$ cat src/rtl/riscy_control_unit.sv
// Multi-cycle sequencer for the RISCY datapath: FETCH/DECODE/EXEC/WB/HALT with a RAM wait counter.
// Strobes are decoded from the current state, the opcode latched in DECODE, the wait count and ZERO.
`timescale 1ns/1ps
module riscy_control_unit #(
    parameter int OPW      = 4,
    parameter int RAM_WAIT = 1
) (
    input  logic           CLK,
    input  logic           RST,
    input  logic [OPW-1:0] OPCODE,
    input  logic           ZERO,
    output logic           IR_EN,
    output logic           PC_EN,
    output logic           PC_LOAD,
    output logic           A_EN,
    output logic           B_EN,
    output logic           ALU_EN,
    output logic           ALU_OE,
    output logic           RAM_CS,
    output logic           RAM_OE,
    output logic           RDR_EN,
    output logic           PDR_EN,
    output logic           PORT_EN,
    output logic           PORT_RD,
    output logic           HALTED,
    output logic           ILLEGAL,
    output logic [2:0]     STATE
);

    typedef enum logic [2:0] {
        S_RESET  = 3'd0,
        S_FETCH  = 3'd1,
        S_DECODE = 3'd2,
        S_EXEC   = 3'd3,
        S_WB     = 3'd4,
        S_HALT   = 3'd5
    } state_t;

    localparam logic [OPW-1:0] OP_NOP  = OPW'(0);
    localparam logic [OPW-1:0] OP_LDA  = OPW'(1);
    localparam logic [OPW-1:0] OP_LDB  = OPW'(2);
    localparam logic [OPW-1:0] OP_ALU  = OPW'(3);
    localparam logic [OPW-1:0] OP_STA  = OPW'(4);
    localparam logic [OPW-1:0] OP_JMP  = OPW'(5);
    localparam logic [OPW-1:0] OP_JZ   = OPW'(6);
    localparam logic [OPW-1:0] OP_PDIR = OPW'(7);
    localparam logic [OPW-1:0] OP_OUT  = OPW'(8);
    localparam logic [OPW-1:0] OP_IN   = OPW'(9);
    localparam logic [OPW-1:0] OP_HALT = OPW'(15);
    localparam logic [3:0]     WAIT_N  = 4'(RAM_WAIT);

    state_t         state_q, state_d;
    logic [OPW-1:0] op_q, op_d;
    logic [3:0]     cnt_q, cnt_d;
    logic           undef_op;
    logic           mem_op;

    assign undef_op = (OPCODE > OP_IN) && (OPCODE != OP_HALT);
    assign mem_op   = (op_q == OP_LDA) || (op_q == OP_LDB) || (op_q == OP_STA);

    always_comb begin
        state_d = state_q;
        op_d    = op_q;
        cnt_d   = cnt_q;
        case (state_q)
            S_RESET:  state_d = S_FETCH;
            S_FETCH:  state_d = S_DECODE;
            S_DECODE: begin
                // Undefined opcodes are latched as NOP so EXEC stays inert for them.
                cnt_d   = 4'd0;
                op_d    = undef_op ? OP_NOP : OPCODE;
                state_d = (OPCODE == OP_HALT) ? S_HALT : S_EXEC;
            end
            S_EXEC: begin
                if (mem_op) begin
                    if (cnt_q == WAIT_N) begin
                        state_d = (op_q == OP_STA) ? S_FETCH : S_WB;
                    end else begin
                        cnt_d = cnt_q + 4'd1;
                    end
                end else if (op_q == OP_IN) begin
                    state_d = S_WB;
                end else begin
                    state_d = S_FETCH;
                end
            end
            S_WB:     state_d = S_FETCH;
            S_HALT:   state_d = S_HALT;
            default:  state_d = S_RESET;
        endcase
    end

    always_ff @(posedge CLK or negedge RST) begin
        if (!RST) begin
            state_q <= S_RESET;
            op_q    <= '0;
            cnt_q   <= 4'd0;
        end else begin
            state_q <= state_d;
            op_q    <= op_d;
            cnt_q   <= cnt_d;
        end
    end

    always_comb begin
        IR_EN   = 1'b0;
        PC_EN   = 1'b0;
        PC_LOAD = 1'b0;
        A_EN    = 1'b0;
        B_EN    = 1'b0;
        ALU_EN  = 1'b0;
        ALU_OE  = 1'b0;
        RAM_CS  = 1'b0;
        RAM_OE  = 1'b0;
        RDR_EN  = 1'b0;
        PDR_EN  = 1'b0;
        PORT_EN = 1'b0;
        PORT_RD = 1'b0;
        HALTED  = 1'b0;
        ILLEGAL = 1'b0;
        case (state_q)
            S_FETCH:  IR_EN = 1'b1;
            S_DECODE: begin
                PC_EN   = 1'b1;
                ILLEGAL = undef_op;
            end
            S_EXEC: begin
                case (op_q)
                    OP_LDA, OP_LDB: begin
                        RAM_CS = 1'b1;
                        RAM_OE = 1'b1;
                        RDR_EN = 1'b1;
                    end
                    OP_ALU:  ALU_EN = 1'b1;
                    OP_STA: begin
                        RAM_CS = 1'b1;
                        ALU_OE = 1'b1;
                    end
                    OP_JMP:  PC_LOAD = 1'b1;
                    OP_JZ:   PC_LOAD = ZERO;
                    OP_PDIR: begin
                        ALU_OE = 1'b1;
                        PDR_EN = 1'b1;
                    end
                    OP_OUT: begin
                        ALU_OE  = 1'b1;
                        PORT_EN = 1'b1;
                    end
                    OP_IN:   PORT_RD = 1'b1;
                    default: ;
                endcase
            end
            S_WB: begin
                case (op_q)
                    OP_LDA:  A_EN = 1'b1;
                    OP_LDB:  B_EN = 1'b1;
                    OP_IN: begin
                        PORT_RD = 1'b1;
                        A_EN    = 1'b1;
                    end
                    default: ;
                endcase
            end
            S_HALT:   HALTED = 1'b1;
            default:  ;
        endcase
    end

    assign STATE = state_q;

endmodule

$ cat config.mk
export PLATFORM = sky130hd
export DESIGN_NAME = riscy_control_unit
export DESIGN_NICKNAME = d
export VERILOG_FILES = /design/src/rtl/riscy_control_unit.sv
export SDC_FILE = /design/constraint.sdc
export NUM_CORES = 1
export LEC_CHECK = 0
export BUFFER_PORTS_ARGS = -buffer_cell sky130_fd_sc_hd__buf_2
export CAP_MARGIN = 20
export CORE_ASPECT_RATIO = 0.8
export CORE_MARGIN = 5
export CORE_UTILIZATION = 31
export CTS_CLUSTER_DIAMETER = 80
export DETAILED_ROUTE_END_ITERATION = 16
export GPL_ROUTABILITY_DRIVEN = 0
export HOLD_SLACK_MARGIN = 0.02
export PLACE_DENSITY_LB_ADDON = 0.2
export SLEW_MARGIN = 20
export SYNTH_ARGS = -nofsm -noshare
export SYNTH_HDL_FRONTEND = slang
export SYNTH_SLANG_ARGS = --single-unit
$ cat constraint.sdc
create_clock -name CLK -period 1.65 [get_ports CLK]
set_input_delay 0.165 -clock CLK [delete_from_list [all_inputs] [get_ports CLK]]
set_output_delay 0.165 -clock CLK [all_outputs]
set_load 0.005 [all_outputs]
# Word-level counts from Yosys, hierarchy flattened
# Index checks and enable logic that the tools add are counted.
[op_classes]
n_addsub = 1
n_lt_le_gt_ge = 1
eq_ne = 20
mux = 34
n_reduce_logical = 12
[op_table]
columns = ["op", "n"]
rows = [
  ["$mux W1", 23],
  ["$eq A4 B3 Y1 const B", 4],
  ["$mux W3", 5],
  ["$pmux W3 S5", 1],
  ["$eq A4 B4 Y1 const B", 3],
  ["$mux W4", 3],
  ["$eq A4 B1 Y1 const B", 2],
  ["$eq A4 B2 Y1 const B", 2],
  ["$pmux W4 S2", 1],
  ["$reduce_or A2 Y1", 4],
  ["$eq A3 B2 Y1 const B", 2],
  ["$eq A3 B3 Y1 const B", 2],
  ["$reduce_or A3 Y1", 2],
  ["$add A4 B1 Y4 const B", 1],
  ["$gt A4 B4 Y1 const B", 1],
  ["$ne A2 B2 Y1 const B", 2],
  ["$ne A4 B4 Y1 const B", 1],
  ["$eq A3 B1 Y1 const B", 1],
  ["$logic_not A3 Y1", 1],
  ["$ne A3 B3 Y1 const B", 1],
  ["$reduce_and A3 Y1", 1],
  ["$logic_or A1 B1 Y1", 2],
  ["$pmux W1 S2", 1],
  ["$reduce_bool A2 Y1", 1],
  ["$logic_and A1 B1 Y1", 1],
]
[word_totals]
ff_bits = 11
inputBits = 7
output_inout_bits = 18
elab_cells = 71

# Longest topological paths before layout
# Gate-level depths: netlist of run 1.
[depth]
word_depth = 5
depth_mapped = 6
ltp_nobuf = 6

# Least setup slack after synthesis of run 1
# OpenSTA, ideal clock, no wires.
[synth_path]
kind = "register to output"
from = "register state_q[2], in the netlist STATE[2]"
to = "output port RDR_EN"
arrival_time_ns = 1.410
t_required_ns = 1.485
path_slack_ns = 0.075
path_stages_with_launch = 6
path_buffers = 1
path_cell_list = "dfrtp_1 > inv_1 > nand3_1 > or3_2 > a21oi_1 > buf_4"
[synth_between]
elab_chain_cells = 2
[synth_rtl]
columns = ["item", "line_no", "source"]
rows = [
  ["start: declaration", "52", "state_t state_q, state_d;"],
  ["start signal: assignment", "99", "state_q <= state_d;"],
  ["$eq A3 B2 Y1", "-", ""],
  ["$mux W1", "-", ""],
  ["end: declaration", "21", "output logic RDR_EN,"],
]
# Every way passes these cells.

# Final worst setup path of run 1
[layout_path]
from = "register state_q[0], in the netlist STATE[0]"
to = "output port B_EN"
[layout_between]
elab_chain_cells = 2
[layout_rtl]
columns = ["item", "line_no", "source"]
rows = [
  ["$eq A3 B3 Y1", "121", "case (state_q)"],
  ["$mux W1", "121", ""],
  ["end: declaration", "16", "output logic B_EN,"],
]
# Every way passes these cells.

==> results of run 1 <==
==> stage by stage <==
step | utilization, % | std cells | hold slack, ns
after CTS | 46.4 | 160 | 0.126
after global routing | 48.3 | 161 | 0.138
after detailed placement | 40.3 | 145 | 0.0576
after floorplan | - | 88 | -0.131
final | 48.3 | 161 | 0.137
after global placement | 40.3 | 145 | 0.0548
==> state kept, by name, summed over array words and instances, names as in the netlist <==
| register | cells |
|---|---|
| cnt_q | 4 |
| STATE | 3 |
| op_q | 4 |
==> area by class of cell <==
| cell class | count | area (µm²) | area share [%] |
|---|---|---|---|
| clock buffers | 3 | 22.5 | 1.94 |
| well taps | 27 | 33.8 | 2.91 |
| inverters | 4 | 15.0 | 1.29 |
| clock inverters | 1 | 5.00 | 0.432 |
| repair buffers | 48 | 314 | 27.1 |
| multi-input cells | 67 | 492 | 42.4 |
| flip-flops and latches | 11 | 278 | 23.9 |
==> layout by cell type (no fill, tap or decap), types with 2 or more instances in the layout <==
master    netlist  layout
a21oi_1         6       5
buf_2           3      24
buf_4           1      20
buf_6           1       3
clkbuf_4        0       3
dfrtp_1        11       9
dfrtp_2         0       2
ha_1            2       2
inv_1           4       3
mux2i_1         3       3
nand2_1        14      13
nand2b_1        3       3
nand3_1         3       3
nor2_1          7       5
nor2_2          0       2
nor3b_1         3       3
or3_4           0       2
==> what timing repair did <==
item,CTS,global route
cloned,0,0
endpoints found under the setup margin,7,13
resized for setup,9,9
hold endpoints to repair,11,0
pin swaps,3,3
buffers inserted,10,1
hold buffers,1,0
==> worst paths after layout <==
check,from,endpoint,slack (ns),cells after the start
max,STATE[0],B_EN,-0.008,3
min,OPCODE[0],op_q[0],0.14,3
max reg2reg,op_q[3],STATE[2],0.09,5
min reg2reg,cnt_q[3],cnt_q[3],0.50,1
max in group asynchronous,RST,STATE[1],1.12,2
min in group asynchronous,RST,cnt_q[2],0.30,2
==> kinds of logic (layout without fill, tap and decap cells) <==
family	count (synthesis)	count (layout)	synth area share [%]
AO/OA/AOI/OAI	19	19	18.6
XOR/XNOR	2	2	2.30
adder cells (fa/ha/maj)	2	2	3.28
buffers and inverters	10	56	6.90
flip-flops	11	11	36.1
multiplexers	3	3	3.94
AND/OR/NAND/NOR	41	41	28.9
==> power by group through the flow <==
stage / logic (mW) / registers (mW) / clock network (mW)
6_report: 1.25 / 0.485 / 0.181
5_1_grt: 1.38 / 0.505 / 0.200
4_1_cts: 1.16 / 0.478 / 0.190
3_5_place_dp: 0.926 / 0.504 / 0
3_3_place_gp: 0.926 / 0.505 / 0
2_1_floorplan: 0.639 / 0.432 / 0
==> per-layer routing <==
metal  up-vias  global-route usage, %  share of wire, %
met4         0                   4.14               1.6
met2        20                   21.0                45
met5         -                      0                 0
met3         4                   4.72               5.2
met1       391                   15.2                48
li1        409                      -                 -
==> worst max-delay path: stages, from the launching register on <==
cell and delay (ns):
dfrtp_1 0.41, or3_4 0.43, nor4_4 0.25, buf_2 0.15
==> flow_metrics.py, run 1 <==
metrics = {
    "synthesis": {
        "yosysWarningCount": 0,
        "yosysSeqAreaShare_pct": 36.1,
        "syn_avg_cell_area_um2": 8.66,
        "ys_ff_latch": 11,
        "synth_top_cell_by_area": "dfrtp_1",
        "post-synth-top-count-cell": "nand2_1",
        "async_flop_share_pct": 100,
        "synth_commonest_cells": "nand2_1, dfrtp_1, nor2_1",
        "synthTopCellsByArea": "dfrtp_1, nand2_1, a21oi_1",
        "ys.flop_type": "dfrtp_1",
        "synth_cells": 88,
        "synth.cell_area_um2": 762,
        "synth_edf_count": 0,
        "synth_top_cell_area_share_pct": 36.1,
        "ys_types": 38,
        "synth.net_count": 97,
    },
    "worst_setup_path": {
        "startpoint_type": "flop",
        "crit_required_ns": 1.48,
        "critical_path_class": "reg -> out",
        "crit_fanout": 3,
        "arrival_ns": 1.49,
        "end_kind": "primary output",
    },
    "placement": {
        "placedInstanceArea_um2": 968,
        "place_ws_ns": 0.114,
        "dp_hpwl_mm": 1.47,
        "portBuffers": 24,
    },
    "global_route": {
        "grt_max_degree": 12,
        "grt_util_all_layers_pct": 12.6,
        "antenna_found_initial": 0,
        "grt-ovfl-total": 0,
        "grt_pass1_wl_mm": 3.44,
        "grt_pass1_vias": 799,
    },
    "final_layout": {
        "finalInstanceArea_um2": 1160,
        "n_fill_cell": 224,
        "syn2layout_area_growth_pct": 52.2,
        "fin_nets": 144,
        "drive_above_1_share_pct": 51.5,
        "antennaDiodeCount": 0,
    },
    "drt": {
        "dr_total_vias": 824,
        "drt-wirelength-per-cell_um": 12.7,
        "ant_nets": 0,
        "drt_wl_total_mm": 2.05,
        "vias_per_cell": 5.12,
        "drt_pre_antenna_iters": 4,
        "drtIter0Drc": 49,
        "drc": 0,
    },
    "sta": {
        "tns_ns": -0.00817,
        "finalMaxSlewViolations": 0,
        "fin_worst_skew_ns": 0.00385,
        "min_period_ns": 1.66,
        "setup_viol": 1,
        "slew_headroom_pct": 79.0,
        "worst_pin_slew_ns": 0.315,
        "max_freq_mhz": 603,
        "min_period_over_period_pct": 100,
        "rsz0062_at_grt": "yes",
        "fin_ws_ns": -0.00817,
        "report.final.hold_viol_count": 0,
    },
    "pwr": {
        "p_sw_share_pct": 41.6,
        "comb_power_share_pct": 65.3,
        "powerDensity_nw_per_um2": 1650,
        "leakagePower_nw": 0.569,
        "peakVddDrop_mv": 0.527,
        "p_total_mw": 1.92,
        "clkPwrFrac_pct": 9.4,
        "power_frac_seq_pct": 25.3,
        "intPower_mw": 1.12,
        "switching_power_mw": 0.799,
    },
    "job": {
        "cap_violations": 0,
    },
    "status": {
        "violations": "negative setup slack",
        "status": "finished, violations left",
    },
    "clock_network": {
        "clock-sinks": 11,
        "ctsRootBufferMaster": "clkbuf_4",
        "cts_tree": "built",
        "clkLatencyLatePin_ns": 0.27,
        "h-tree-depth": 1,
        "clkTransAtPathRegs_ns": 0.07,
        "clockBufferDepth": 2,
        "cts_made_buffers": 3,
    },
    "die": {
        "die_area_um2": 3560,
        "rows": 16,
        "initial_utilization_pct": 31.7,
        "ios": 25,
        "die_w_um": 65.4,
        "die_y_um": 54.3,
        "core_um2": 2400,
    },
    "hold_path": {
        "hp-class": "in -> reg",
    },
}
No activity file was read; power rests on OpenSTA's default activity.
==> inputs of run 2 (changes only) <==
--- a/config.mk
+++ b/config.mk
@@ -14,6 +14,7 @@
 export DETAILED_ROUTE_END_ITERATION = 16
 export GPL_ROUTABILITY_DRIVEN = 0
 export HOLD_SLACK_MARGIN = 0.02
+export MAX_ROUTING_LAYER = met4
 export PLACE_DENSITY_LB_ADDON = 0.2
 export SLEW_MARGIN = 20
 export SYNTH_ARGS = -nofsm -noshare
==> flow_metrics.py, run 2 (synthesis results as in run 1) <==
metrics = {
    "hold_path": {
        "hold_depth": 3,
        "hp-class": "in -> reg",
    },
    "clock_network": {
        "clkLatencyLatePin_ns": 0.27,
        "clock-sinks": 11,
        "clkTransAtPathRegs_ns": 0.07,
        "cts_tree": "built",
        "cts_made_buffers": 3,
        "ctsRootBufferMaster": "clkbuf_4",
        "clockBufferDepth": 2,
        "h-tree-depth": 1,
    },
    "sta": {
        "report.final.hold_viol_count": 0,
        "fin_worst_skew_ns": 0.00302,
        "min_period_over_period_pct": 101,
        "tns_ns": -0.0113,
        "finalMaxSlewViolations": 0,
        "min_period_ns": 1.66,
        "setup_viol": 1,
        "slew_headroom_pct": 79.2,
        "worst_pin_slew_ns": 0.312,
        "rsz0062_at_grt": "yes",
        "holdWs_ns": 0.134,
        "max_freq_mhz": 602,
        "fin_ws_ns": -0.0113,
    },
    "die": {
        "ios": 25,
        "initial_utilization_pct": 31.7,
        "die_w_um": 65.4,
        "die_area_um2": 3560,
        "rows": 16,
        "die_y_um": 54.3,
        "core_um2": 2400,
    },
    "placement": {
        "dp_hpwl_mm": 1.47,
        "dp_cells": 145,
        "placedInstanceArea_um2": 968,
        "portBuffers": 24,
    },
    "worst_setup_path": {
        "arrival_ns": 1.50,
        "startpoint_type": "flop",
        "end_kind": "primary output",
        "critical_path_class": "reg -> out",
        "ff2ff_path_depth": 5,
        "crit_required_ns": 1.48,
        "crit_fanout": 4,
    },
    "drt": {
        "ant_nets": 0,
        "drt_wl_total_mm": 2.06,
        "vias_per_cell": 5.06,
        "dr_total_vias": 814,
        "drtIter0Drc": 54,
        "drc": 0,
        "drt_pre_antenna_iters": 3,
        "drt-wirelength-per-cell_um": 12.8,
    },
    "final_layout": {
        "antennaDiodeCount": 0,
        "fin_util_pct": 48.3,
        "fin_nets": 144,
        "most-common-layout-cells": "buf_2, buf_4, nand2_1, dfrtp_1",
        "fin_cells": 161,
        "final_common_cell": "buf_2",
        "finalInstanceArea_um2": 1160,
        "syn2layout_area_growth_pct": 52.2,
        "drive_above_1_share_pct": 51.5,
    },
    "global_route": {
        "antenna_found_initial": 0,
        "grt_util_all_layers_pct": 13.0,
        "grt_max_degree": 12,
        "grt_pass1_vias": 799,
        "grt_pass1_wl_mm": 3.44,
        "grt-ovfl-total": 0,
    },
    "job": {
        "cap_violations": 0,
    },
    "status": {
        "status": "finished, violations left",
        "violations": "negative setup slack",
    },
    "pwr": {
        "peakVddDrop_mv": 0.527,
        "powerDensity_nw_per_um2": 1660,
        "leakagePower_nw": 0.569,
    },
}
run 2: cell counts in the layout (fill, tap and decap cells not counted):
Identical to the previous run, type by type.
run 2: worst max-delay path, cell delays in order, from the launching register on:
cell     delay [ns]
dfrtp_2        0.43
or3_4          0.40
nor4_4         0.25
buf_2          0.15
run 2: worst paths after layout:
check                      endpoint  slack [ns]       from
max                            B_EN       -0.01   STATE[1]
min                         op_q[0]        0.13  OPCODE[0]
max reg2reg                STATE[2]        0.09    op_q[3]
min reg2reg                cnt_q[3]        0.50   cnt_q[3]
max in group asynchronous  STATE[1]        1.12        RST
min in group asynchronous  cnt_q[2]        0.30        RST
run 2: metrics by stage:
| step | power, mW | setup WS [ns] |
|---|---|---|
| final | 1.92 | -0.0113 |
| after floorplan | 1.07 | 0.0753 |
| after global routing | 2.08 | -0.0706 |
| after detailed placement | 1.43 | 0.114 |
| after global placement | 1.43 | 0.137 |
| after CTS | 1.83 | -0.0172 |
run 2: what timing repair did:
item	in CTS	in global routing
endpoints found under the hold margin	11	0
buffers inserted	10	1
hold buffers	1	0
pin swaps	3	3
gates resized for setup	9	9
setup endpoints to repair	7	13
run 2: per-layer routing:
metal,track usage [%],vias to the layer above,wire length (µm)
met5,-,-,0
met4,4.14,0,27
met3,4.72,4,123
met2,21.0,23,932
met1,15.2,380,972
li1,-,407,-
run 2: layout make-up:
| type | instances | area [µm²] |
|---|---|---|
| flip-flops and latches | 11 | 278 |
| clock inverters | 1 | 5.00 |
| multi-input cells | 67 | 492 |
| fillers | 224 | 1240 |
| clock buffers | 3 | 22.5 |
| inverters | 4 | 15.0 |
| repair buffers | 48 | 314 |
| well taps | 27 | 33.8 |
run 2: power by group:
part           total, mW  switching [mW]  leakage, nW  internal, mW
Clock              0.183          0.0934       0.0177        0.0898
Combinational       1.25           0.592        0.412         0.660
Sequential         0.485           0.115        0.140         0.370
Total               1.92           0.800        0.569          1.12
